<file path="src/rtl/result_serializer_if.sv">
// rtl/result_serializer_if.sv - upstream word handshake between the ALU stage and the serializer
interface result_serializer_if;
    logic [8:0] in_data;
    logic       in_valid;
    logic       in_ready;

    modport master (output in_data, output in_valid, input in_ready);
    modport slave  (input in_data, input in_valid, output in_ready);
endinterface

</file>
<file path="src/rtl/result_serializer.sv">
// rtl/result_serializer.sv - frames a 9-bit result as start, 9 data LSB-first, even parity, stop on tx
module result_serializer #(
    parameter int unsigned CLKS_PER_BIT = 4
) (
    input  logic                 clock,
    input  logic                 reset_n,
    result_serializer_if.slave   up,
    output logic                 tx,
    output logic                 busy
);
    typedef enum logic [2:0] {IDLE, START, DATA, PARITY, STOP} state_t;

    localparam logic [15:0] LAST_CNT = 16'(CLKS_PER_BIT - 1);

    state_t      state, state_nxt;
    logic [15:0] cnt, cnt_nxt;
    logic [3:0]  bit_idx, bit_nxt;
    logic [8:0]  sh, sh_nxt;
    logic        par, par_nxt;
    logic        tx_nxt;
    logic        period_end;

    assign period_end  = (cnt == LAST_CNT);
    assign up.in_ready = (state == IDLE) && reset_n;
    assign busy        = (state != IDLE);

    always_ff @(posedge clock or negedge reset_n) begin
        if (!reset_n) begin
            state   <= IDLE;
            cnt     <= '0;
            bit_idx <= '0;
            sh      <= '0;
            par     <= 1'b0;
            tx      <= 1'b1;
        end else begin
            state   <= state_nxt;
            cnt     <= cnt_nxt;
            bit_idx <= bit_nxt;
            sh      <= sh_nxt;
            par     <= par_nxt;
            tx      <= tx_nxt;
        end
    end

    // tx is loaded on the same edge that changes state or bit, so the line
    // never lags the period boundary by a cycle.
    always_comb begin
        state_nxt = state;
        cnt_nxt   = cnt + 16'd1;
        bit_nxt   = bit_idx;
        sh_nxt    = sh;
        par_nxt   = par;
        tx_nxt    = tx;
        case (state)
            IDLE: begin
                cnt_nxt = '0;
                tx_nxt  = 1'b1;
                if (up.in_valid && up.in_ready) begin
                    state_nxt = START;
                    sh_nxt    = up.in_data;
                    par_nxt   = ^up.in_data;
                    tx_nxt    = 1'b0;
                end
            end
            START: begin
                if (period_end) begin
                    state_nxt = DATA;
                    cnt_nxt   = '0;
                    bit_nxt   = 4'd0;
                    tx_nxt    = sh[0];
                    sh_nxt    = sh >> 1;
                end
            end
            DATA: begin
                if (period_end) begin
                    cnt_nxt = '0;
                    if (bit_idx == 4'd8) begin
                        state_nxt = PARITY;
                        bit_nxt   = 4'd0;
                        tx_nxt    = par;
                    end else begin
                        bit_nxt = bit_idx + 4'd1;
                        tx_nxt  = sh[0];
                        sh_nxt  = sh >> 1;
                    end
                end
            end
            PARITY: begin
                if (period_end) begin
                    state_nxt = STOP;
                    cnt_nxt   = '0;
                    tx_nxt    = 1'b1;
                end
            end
            STOP: begin
                if (period_end) begin
                    state_nxt = IDLE;
                    cnt_nxt   = '0;
                    tx_nxt    = 1'b1;
                end
            end
            default: begin
                state_nxt = IDLE;
                cnt_nxt   = '0;
                tx_nxt    = 1'b1;
            end
        endcase
    end
endmodule

</file>
<file path="src/flat_wrapper.sv">
// flat-port wrapper written by rule: the top's interface ports become plain ports
module result_serializer_flat 
#(
    parameter int unsigned CLKS_PER_BIT = 4
)
  (clock, reset_n, tx, busy, up_in_data, up_in_valid, up_in_ready);
  result_serializer_if up_i ();
  input  logic clock;
  input  logic reset_n;
  output logic tx;
  output logic busy;
  input wire logic [$bits(up_i.in_data)-1:0] up_in_data;
  input wire logic [$bits(up_i.in_valid)-1:0] up_in_valid;
  output wire logic [$bits(up_i.in_ready)-1:0] up_in_ready;
  assign up_i.in_data = up_in_data;
  assign up_i.in_valid = up_in_valid;
  assign up_in_ready = up_i.in_ready;
  result_serializer #(.CLKS_PER_BIT(CLKS_PER_BIT)) u_core (.clock(clock), .reset_n(reset_n), .up(up_i), .tx(tx), .busy(busy));
endmodule
</file>
<file path="config.mk">
export PLATFORM = sky130hd
export DESIGN_NAME = result_serializer_flat
export DESIGN_NICKNAME = d
export VERILOG_FILES = /design/src/rtl/result_serializer_if.sv /design/src/rtl/result_serializer.sv /design/src/flat_wrapper.sv
export SDC_FILE = /design/constraint.sdc
export NUM_CORES = 1
export LEC_CHECK = 0
export BUFFER_PORTS_ARGS = -buffer_cell sky130_fd_sc_hd__buf_4
export CORE_UTILIZATION = 60
export DETAILED_ROUTE_END_ITERATION = 7
export GPL_TIMING_DRIVEN = 0
export PLACE_DENSITY = 0.8
export RECOVER_POWER = 50
export SLEW_MARGIN = 20
export SYNTH_ARGS = -nofsm -noshare
export SYNTH_HDL_FRONTEND = slang
export SYNTH_SLANG_ARGS = --single-unit
export TNS_END_PERCENT = 100
</file>
<file path="constraint.sdc">
create_clock -name clock -period 3.39 [get_ports clock]
set_input_delay 0.1695 -clock clock [delete_from_list [all_inputs] [get_ports clock]]
set_output_delay 0.1695 -clock clock [all_outputs]
set_load 0.05 [all_outputs]
</file>
==> reports/metrics.yaml <==
routing:
  drt_iter0_drc: 78
  drtAntennaViolNets: 0
  drt_wl_total_microns: 4070
  drc: 0
  drtPass1Iterations: 4
  vias_per_cell: 5.94
  post_drt_wl_per_cell_microns: 15.4
  vias: 1574
global_routing:
  grt_pass1_wl_microns: 6840
  track_usage: 0.271
  grt_overflow: 0
  grt_pass1_vias: 1492
  grt_max_degree: 39
  grt_antenna_before_repair: 0
power_and_ir_drop:
  combPwrFrac: 0.133
  p_per_area_nw_per_um2: 355
  switching_power_w: 0.000205
  clockPowerShare: 0.321
  p_seq_frac: 0.546
  ir_drop_mv: 0.308
  sw_frac_of_total: 0.268
  internal_power_w: 0.000560
  leakagePower_nw: 0.881
critical_path:
  crit_arrival_ps: 2500
  start_kind: "flop"
  crit_fanout: 10
  crit_buf_inv: 1
  slowest_stage: "dfrtp_1"
  critical-path-top-delay-family: "simple AND/OR/NAND/NOR gates"
  rr_endpoint: "u_core.cnt[12]"
  r2r_slack_ps: 1120
  ff2ff_path_depth: 6
  critPathKind: "flop to flop"
  end_kind: "flop"
  reg2reg_from: "u_core.cnt[0]"
  cp_cell_sequence: "ha_1, nor4b_2, nand4_1, nand2_1, clkbuf_1, nor2_1"
  worst_ep_required_time_ps: 3620
  cpPeakStageDelay_ps: 410
clock_network:
  clock-root-buffer: "clkbuf_4"
  hold_buffers: 1
  cts_max_level: 2
  cts_buffer_depth: 2
  clock-sinks: 34
  path_clk_slew_ps: 110
  cts_tree: "built"
  cts_setup_buffers: 0
  insertion_delay_ps: 350
  cts_resized: 0
  cts_buffers: 5
sta:
  finalHoldViolCount: 0
  layout_setup_ws_ps: 1120
  drv_slew: 0
  setup_viol: 0
  fin_worst_hold_slack_ps: 83.6
  fmax_mhz: 440
  timing.final.crit_share: 0.670
  max_slew_margin: 0.548
  rsz0062_at_grt: "no"
  clock_skew_ps: 3.03
  fin_setup_tns_ps: 0
  period_minus_slack_ps: 2270
  tightest_slew_ps: 673
run:
  drv_cap: 0
layout:
  drive_above_1_share: 0.158
  instances_no_fill: 265
  final_nets: 235
  nFillCells: 248
  final_cell_mix: "33 x dfrtp_1, 18 x nor2_1, 17 x xnor2_1"
  diodes: 0
  area_delta_synth_final_pct: 12.0
  final_common_cell: "dfrtp_1"
die:
  ios: 15
  die-width_microns: 58.7
  die-area_sq_um: 3440
  initial_core_util: 0.631
  die_h_microns: 58.7
  core_sq_um: 3050
  fp-row-count: 20
logic_synthesis:
  ys_types: 46
  yosys_warnings: 0
  ys_ff_latch: 34
  synth_edf_count: 0
  async_reset_ff_frac: 1.00
  synth_ff_type: "dfrtp_1"
  syn_nets: 213
  syn_inst: 198
  syn-cell-area_sq_um: 1930
  ys_seq_area_frac: 0.442
  syn_avg_cell_area_sq_um: 9.73
min_path:
  hold-path-endpoint: "u_core.sh[8]"
  worstHoldStart: "up_in_data[8]"
  hp-class: "input pin to flop"
  hold_path_depth: 2
outcome:
  outcome: "finished, final reports clean"
place:
  pre_cts_slack_ps: 1150
  dp.cells: 256
  port_buffers: 14
  gp_congestion: 0.826
  hpwl_microns: 2880
-- cell type report --
| type | instances | area, sq um | share of cell area |
|---|---|---|---|
| clock buffers | 6 | 51.3 | 0.0238 |
| well taps | 44 | 55.1 | 0.0255 |
| inverters | 12 | 45.0 | 0.0209 |
| clock inverters | 2 | 12.5 | 0.00580 |
| plain buffers | 10 | 41.3 | 0.0192 |
| repair buffers | 15 | 111 | 0.0517 |
| multi-input cells | 142 | 987 | 0.458 |
| flip-flops and latches | 34 | 852 | 0.395 |
-- worst max path at each step --
stage / start / endpoint / cells after the start
final: u_core.cnt[0] / u_core.cnt[12] / 6
after global routing: u_core.cnt[0] / u_core.cnt[12] / 6
after CTS: u_core.cnt[0] / u_core.cnt[12] / 6
after detailed placement: u_core.cnt[0] / u_core.cnt[12] / 6
after global placement: u_core.cnt[0] / u_core.cnt[5] / 6
after floorplan: u_core.cnt[0] / u_core.bit_idx[3] / 5
-- state kept, by name, summed over array words and instances, names as in the netlist --
name,flops
u_core.bit_idx,4
u_core.cnt,16
u_core.par,1
u_core.sh,9
u_core.state,3
u_core.tx,1
-- power groups by stage --
| stage | registers, W | clock network (W) | logic [W] |
|---|---|---|---|
| 6_report | 0.000418 | 0.000245 | 0.000102 |
| 5_1_grt | 0.000419 | 0.000263 | 0.000111 |
| 4_1_cts | 0.000418 | 0.000247 | 0.000103 |
| 3_5_place_dp | 0.000426 | 0 | 0.000102 |
| 3_3_place_gp | 0.000425 | 0 | 0.0000989 |
| 2_1_floorplan | 0.000427 | 0 | 0.0000632 |
-- cells in the mapped netlist, drive strengths merged (2+ instances only) --
cell / number / share of area
or3: 3 / 0.0097
xnor2: 17 / 0.077
mux2: 2 / 0.012
nand2b: 3 / 0.0097
a22o: 5 / 0.023
or4: 3 / 0.014
nor2: 18 / 0.035
nor4: 6 / 0.026
and2: 2 / 0.0065
a21oi: 5 / 0.013
nor3: 4 / 0.010
or2: 2 / 0.0065
o31ai: 12 / 0.049
ha: 3 / 0.019
buf: 4 / 0.0097
dfrtp: 33 / 0.43
nand3: 10 / 0.029
nor4b: 2 / 0.012
o21ai: 10 / 0.026
nand4: 5 / 0.016
nand2: 8 / 0.016
a22oi: 4 / 0.016
inv: 12 / 0.023
clkbuf: 6 / 0.012
xor2: 3 / 0.014
o21bai: 4 / 0.016
-- cell families after synthesis --
| kind of cell | synth area share |
|---|---|
| AND/OR/NAND/NOR | 0.203 |
| AO/OA/AOI/OAI | 0.171 |
| flip-flops | 0.442 |
| buffers and inverters | 0.0448 |
| XOR/XNOR | 0.103 |
| multiplexers | 0.0169 |
| adder cells (fa/ha/maj) | 0.0195 |
-- metrics by stage --
step	cell area, sq um	power [W]	utilization
after floorplan	1930	0.000490	-
after global placement	2090	0.000524	0.683
after detailed placement	2090	0.000528	0.683
after CTS	2160	0.000768	0.707
after global routing	2160	0.000793	0.706
final	2160	0.000765	0.706
-- routing by layer --
metal	global-route usage	routed length (microns)
met4	0.0816	61
met1	0.364	1840
met5	0	0
met2	0.433	1920
met3	0.0725	253
-- worst reg2reg max path, cell delays in order (launching register included) --
cell,delay (ps)
dfrtp_1,410
ha_1,280
nor4b_2,350
nand4_1,290
nand2_1,340
clkbuf_1,380
nor2_1,110
Note: power is estimated with default switching activity, not from simulation.
